### src/rtl/mandelbrot_pkg.sv
// rtl/mandelbrot_pkg.sv - shared types and widths for the mandelbrot pixel collector
package mandelbrot_pkg;

    localparam int PIX_W  = 4;
    localparam int BYTE_W = 8;

    typedef enum logic [2:0] {
        IDLE,
        ISSUE,
        WAIT_HI,
        WAIT_LO,
        DRAIN
    } state_t;

endpackage

### src/rtl/mandelbrot_byte_fifo.sv
// rtl/mandelbrot_byte_fifo.sv - synchronous FIFO holding {last, byte} entries
module mandelbrot_byte_fifo #(
    parameter int DEPTH  = 4,
    parameter int DATA_W = 9
) (
    input  logic                   clk,
    input  logic                   rst,
    input  logic                   push,
    input  logic [DATA_W-1:0]      push_data,
    input  logic                   pop,
    output logic [DATA_W-1:0]      pop_data,
    output logic                   full,
    output logic                   empty,
    output logic [$clog2(DEPTH):0] count
);

    localparam int AW = $clog2(DEPTH);

    logic [DATA_W-1:0] mem [DEPTH];
    logic [AW-1:0]     wr_ptr;
    logic [AW-1:0]     rd_ptr;
    logic              do_push;
    logic              do_pop;

    assign full     = (count == ($clog2(DEPTH)+1)'(DEPTH));
    assign empty    = (count == '0);
    assign do_push  = push && !full;
    assign do_pop   = pop && !empty;
    assign pop_data = mem[rd_ptr];

    // DEPTH is a power of two, so the pointers wrap by natural overflow
    always_ff @(posedge clk or posedge rst) begin
        if (rst) begin
            wr_ptr <= '0;
            rd_ptr <= '0;
            count  <= '0;
        end else begin
            if (do_push) wr_ptr <= wr_ptr + 1'b1;
            if (do_pop)  rd_ptr <= rd_ptr + 1'b1;
            case ({do_push, do_pop})
                2'b10:   count <= count + 1'b1;
                2'b01:   count <= count - 1'b1;
                default: count <= count;
            endcase
        end
    end

    always_ff @(posedge clk) begin
        if (do_push) mem[wr_ptr] <= push_data;
    end

endmodule

### src/rtl/mandelbrot_pixel_collector.sv
// rtl/mandelbrot_pixel_collector.sv - drives the core per pixel, packs nibble pairs, streams bytes
module mandelbrot_pixel_collector
    import mandelbrot_pkg::*;
#(
    parameter int FIFO_DEPTH = 4,
    parameter int CNTWIDTH   = 17
) (
    input  logic                clk,
    input  logic                rst,
    input  logic                start,
    output logic                busy,
    output logic                frame_done,
    output logic [CNTWIDTH-1:0] pixel_cnt,
    output logic                core_run,
    input  logic                core_running,
    input  logic [PIX_W-1:0]    core_ctr_out,
    input  logic                core_finished,
    output logic [BYTE_W-1:0]   m_data,
    output logic                m_valid,
    input  logic                m_ready,
    output logic                m_last
);

    localparam int CW = $clog2(FIFO_DEPTH) + 1;

    state_t            state;
    state_t            state_nxt;
    logic [PIX_W-1:0]  hi_nib;
    logic              nib_valid;
    logic              capture;
    logic              push;
    logic [BYTE_W:0]   push_data;
    logic              pop;
    logic [BYTE_W:0]   head;
    logic              full;
    logic              empty;
    logic [CW-1:0]     fifo_count;
    logic              head_valid;

    mandelbrot_byte_fifo #(
        .DEPTH  (FIFO_DEPTH),
        .DATA_W (BYTE_W + 1)
    ) u_fifo (
        .clk       (clk),
        .rst       (rst),
        .push      (push),
        .push_data (push_data),
        .pop       (pop),
        .pop_data  (head),
        .full      (full),
        .empty     (empty),
        .count     (fifo_count)
    );

    assign head_valid = (fifo_count != '0);
    assign m_valid    = !empty;
    assign m_data     = head_valid ? head[BYTE_W-1:0] : '0;
    assign m_last     = head_valid && head[BYTE_W];
    assign pop        = m_valid && m_ready;
    assign busy       = (state != IDLE);

    always_comb begin
        state_nxt  = state;
        core_run   = 1'b0;
        capture    = 1'b0;
        push       = 1'b0;
        push_data  = '0;
        frame_done = 1'b0;
        case (state)
            IDLE:    if (start) state_nxt = ISSUE;
            // Room is reserved before the run; only pops can happen until capture
            ISSUE: begin
                if (!full) begin
                    core_run  = 1'b1;
                    state_nxt = WAIT_HI;
                end
            end
            WAIT_HI: if (core_running) state_nxt = WAIT_LO;
            WAIT_LO: begin
                if (!core_running) begin
                    capture = 1'b1;
                    if (nib_valid) begin
                        push      = 1'b1;
                        push_data = {core_finished, hi_nib, core_ctr_out};
                    end else if (core_finished) begin
                        push      = 1'b1;
                        push_data = {1'b1, core_ctr_out, {PIX_W{1'b0}}};
                    end
                    state_nxt = core_finished ? DRAIN : ISSUE;
                end
            end
            DRAIN: begin
                if (pop && m_last) begin
                    frame_done = 1'b1;
                    state_nxt  = IDLE;
                end
            end
            default: state_nxt = IDLE;
        endcase
    end

    always_ff @(posedge clk or posedge rst) begin
        if (rst) begin
            state     <= IDLE;
            hi_nib    <= '0;
            nib_valid <= 1'b0;
            pixel_cnt <= '0;
        end else begin
            state <= state_nxt;
            if (state == IDLE && start) begin
                pixel_cnt <= '0;
                nib_valid <= 1'b0;
            end
            if (capture) begin
                if (pixel_cnt != '1) pixel_cnt <= pixel_cnt + 1'b1;
                if (nib_valid || core_finished) begin
                    nib_valid <= 1'b0;
                end else begin
                    hi_nib    <= core_ctr_out;
                    nib_valid <= 1'b1;
                end
            end
        end
    end

endmodule
### config.mk
export PLATFORM = sky130hd
export DESIGN_NAME = mandelbrot_pixel_collector
export DESIGN_NICKNAME = d
export VERILOG_FILES = /design/src/rtl/mandelbrot_pkg.sv /design/src/rtl/mandelbrot_byte_fifo.sv /design/src/rtl/mandelbrot_pixel_collector.sv
export SDC_FILE = /design/constraint.sdc
export NUM_CORES = 1
export LEC_CHECK = 0
export CAP_MARGIN = 20
export CORE_MARGIN = 3
export CORE_UTILIZATION = 45
export DETAILED_ROUTE_END_ITERATION = 7
export PLACE_DENSITY = 0.67
export SLEW_MARGIN = 0
export SYNTH_ARGS = -nofsm -noshare
export SYNTH_HDL_FRONTEND = slang
export SYNTH_SLANG_ARGS = --single-unit
### constraint.sdc
create_clock -name clk -period 6.08 [get_ports clk]
set_clock_uncertainty 0.2 [all_clocks]
set_input_delay 0.608 -clock clk [delete_from_list [all_inputs] [get_ports clk]]
set_output_delay 0.608 -clock clk [all_outputs]
set_load 0.01 [all_outputs]
==> results.sh <==
export IMPL_fin_crit_ns=3.180
export IMPL_pre_cts_ws_ns=2.967
export IMPL_route_met3_wl_um=292
export IMPL_slowest_stage="dfrtp_1"
export IMPL_placed_area_sq_um=3640
export IMPL_synth_compound_area_share_pct=5.413
export IMPL_hp_start="u_fifo.count[2]"
export IMPL_endpoint_kind="output port"
export IMPL_criticalPathCategory="register to output port"
export IMPL_ys_warn_count=0
export IMPL_hp_class="register to register"
export IMPL_place_inst=366
export IMPL_crit_buf_inv=1
export IMPL_core_rowCount=29
export IMPL_grt_pass1_vias=2131
export IMPL_synthMuxAreaShare_pct=9.127
export IMPL_cpPeakStageDelay_ns=0.77
export IMPL_antenna_found_initial=0
export IMPL_chipWidth_um=89.89
export IMPL_area_growth_pct=22.20
export IMPL_grt_usage_pct=16.39
export IMPL_cp_arrival_ns=2.37
export IMPL_synth_top_family_by_area="simple AND/OR/NAND/NOR gates"
export IMPL_synthXorXnorAreaFrac_pct=3.319
export IMPL_met2_length_mm=2.835
export IMPL_ctsResizeCount=0
export IMPL_drtIter0Drc=103
export IMPL_synthSimpleGateAreaFrac_pct=16.71
export IMPL_syn_area_per_cell_sq_um=13.09
export IMPL_run_status="finished, final reports clean"
export IMPL_io_buffers=39
export IMPL_worst_slew_pin_transition_ns=0.6591
export IMPL_maxSlewHeadroom_pct=56.06
export IMPL_cts_tree="done"
export IMPL_design_area_sq_um=3870
export IMPL_power_total_mw=1.502
export IMPL_hold_path_endpoint="u_fifo.count[2]"
export IMPL_crit_fanout=11
export IMPL_rsz0062_at_grt="false"
export IMPL_via_count=2053
export IMPL_clk_latency_ns=0.34
export IMPL_die_h_um=89.89
export IMPL_totalWireLength_mm=6.035
export IMPL_synth_ff_type="edfxtp_1"
export IMPL_cts_setup_buffers=0
export IMPL_ios=40
export IMPL_max_cap_viol_count=0
export IMPL_drive_gt1_share_pct=12.80
export IMPL_r2r_setup_slack_ns=3.29
export IMPL_r2r_end="pixel_cnt[15]"
export IMPL_start_kind="register"
export IMPL_finalWorstSetupSlack_ns=2.900
export IMPL_synth_adder_area_share_pct=3.398
export IMPL_path_clk_slew_ns=0.08
export IMPL_root_buffer="clkbuf_8"
export IMPL_hold_depth=1
export IMPL_wl_met1_mm=2.703
export IMPL_ys_ff_latch=68
export IMPL_synth_edf_count=36
export IMPL_antennaDiodeCount=0
export IMPL_core_region_area_sq_um=6568
export IMPL_r2r_start="pixel_cnt[0]"
export IMPL_grt_overflow=0
export IMPL_routed_via_density=5.374
export IMPL_crit_chain="mux4_2 > nand2_1 > nor2_1 > clkdlybuf4s50_1"
export IMPL_syn_cell_area_sq_um=3167
export IMPL_powerDensity_nw_per_um2=388.2
export IMPL_stdcell_count=382
export IMPL_ys_async_sr_fraction_pct=47.06
export IMPL_layout_commonest_cell="clkdlybuf4s50_1"
export IMPL_cts_hold_buf=0
export IMPL_firstDrtPassIters=4
export IMPL_synthesis_nets=260
export IMPL_drc_errors=0
export IMPL_cts_buffers=9
export IMPL_grt_pass1_wl_mm=10.48
export IMPL_clock_sinks=68
export IMPL_nFillCells=532
export IMPL_finalHoldViolCount=0
export IMPL_setup_viol=0
export IMPL_leakage_nw=1.478
export IMPL_die_area_sq_um=8080
export IMPL_syn_inst=242
export IMPL_slew_viol_final=0
export IMPL_final_period_utilization_pct=52.30
export IMPL_layout_common_cells="39 x clkdlybuf4s50_1, 36 x edfxtp_1, 32 x dfrtp_1, 19 x nand2_1"
export IMPL_required_ns=5.27
export IMPL_clock_path_buffers=2
export IMPL_top_layer="met4"
export IMPL_post_dp_hpwl_mm=4.191
export IMPL_fin_nets=302
export IMPL_ant_nets=0
export IMPL_gp_congestion=0.7880
export IMPL_reg2reg_depth=9
export IMPL_wire_per_inst_um=15.80
export IMPL_finalSetupTns_ns=0
export IMPL_htree_levels=3
export IMPL_cp_top_family="flip-flops"
export IMPL_vdd_drop_max_mv=0.1341
export IMPL_floorplan_initialDensity_pct=48.22
export IMPL_synth_cell_types=43
export IMPL_yosysSeqAreaShare_pct=59.42
export IMPL_grt_max_degree=33
export IMPL_fmax_mhz=314.5
-- how the worst max path moves through the flow --
| stage | start | end | slack [ns] | depth (start not counted) |
|---|---|---|---|---|
| 2_1_floorplan | core_running | u_fifo.count[2] | 3.58 | 10 |
| 3_3_place_gp | core_running | u_fifo.count[2] | 3.06 | 10 |
| 3_5_place_dp | core_running | u_fifo.count[1] | 2.97 | 8 |
| 4_1_cts | u_fifo.rd_ptr[0] | frame_done | 2.85 | 4 |
| 5_1_grt | u_fifo.rd_ptr[0] | frame_done | 2.76 | 4 |
| 6_report | u_fifo.rd_ptr[0] | frame_done | 2.90 | 4 |
-- registers in the layout, summed over array words and instances, names as in the netlist --
register,cells
u_fifo.mem,36
nib_valid,1
hi_nib,4
state,3
u_fifo.count,3
u_fifo.rd_ptr,2
pixel_cnt,17
u_fifo.wr_ptr,2
-- kinds of logic (layout without fill, tap and decap cells) --
kind of cell             Yosys count  count (layout)
multiplexers                      17              17
flip-flops                        68              68
adder cells (fa/ha/maj)            8               8
AND/OR/NAND/NOR                   92              92
XOR/XNOR                          12              12
buffers and inverters             19              66
AO/OA/AOI/OAI                     26              26
-- where the power goes --
part / total (mW) / switching, mW / internal [mW]
clock: 0.410 / 0.170 / 0.240
combinational: 0.449 / 0.188 / 0.262
sequential: 0.643 / 0.0919 / 0.551
-- layer usage --
metal / global-route usage (%) / vias up
met2: 25.69 / 67
li1: - / 977
met1: 21.01 / 989
met4: 9.439 / 0
met3: 3.756 / 20
met5: 0 / -
-- stage by stage --
| step | util [%] | hold slack [ns] |
|---|---|---|
| 6_report | 58.93 | 0.2917 |
| 5_1_grt | 58.93 | 0.3253 |
| 4_1_cts | 58.93 | 0.2939 |
| 3_5_place_dp | 55.42 | 0.2836 |
| 3_3_place_gp | 55.42 | 0.2721 |
| 2_1_floorplan | - | 0.2487 |
-- cell usage after synthesis (3+ instances only) --
cell type	n	area, sq um
o21ai_0	9	45.04
edfxtp_1	36	1081
mux2_2	5	56.30
xnor2_1	5	43.79
buf_2	3	15.01
nand2_1	19	71.32
a22oi_1	3	22.52
nand4_1	5	31.28
nor4_1	6	37.54
nor2b_1	3	18.77
dfrtp_1	32	800.8
or3_1	5	31.28
nand3_1	7	35.03
clkbuf_1	6	22.52
inv_1	9	33.78
mux2i_1	3	30.03
a21oi_1	5	25.02
ha_1	7	87.58
mux4_2	9	202.7
and3_1	5	31.28
and2_1	15	93.84
xor2_1	7	61.31
nor2_1	15	56.30
-- cell type report --
class	count	area (sq um)	area share, %
clock buffer	12	177.7	4.591
clock inverter	4	52.55	1.358
inverter	9	33.78	0.8729
multi-input combinational	155	1202	31.07
sequential	68	1882	48.63
tap	93	116.4	3.007
timing repair buffer	41	405.4	10.48
Note: power is estimated with default switching activity, not from simulation.
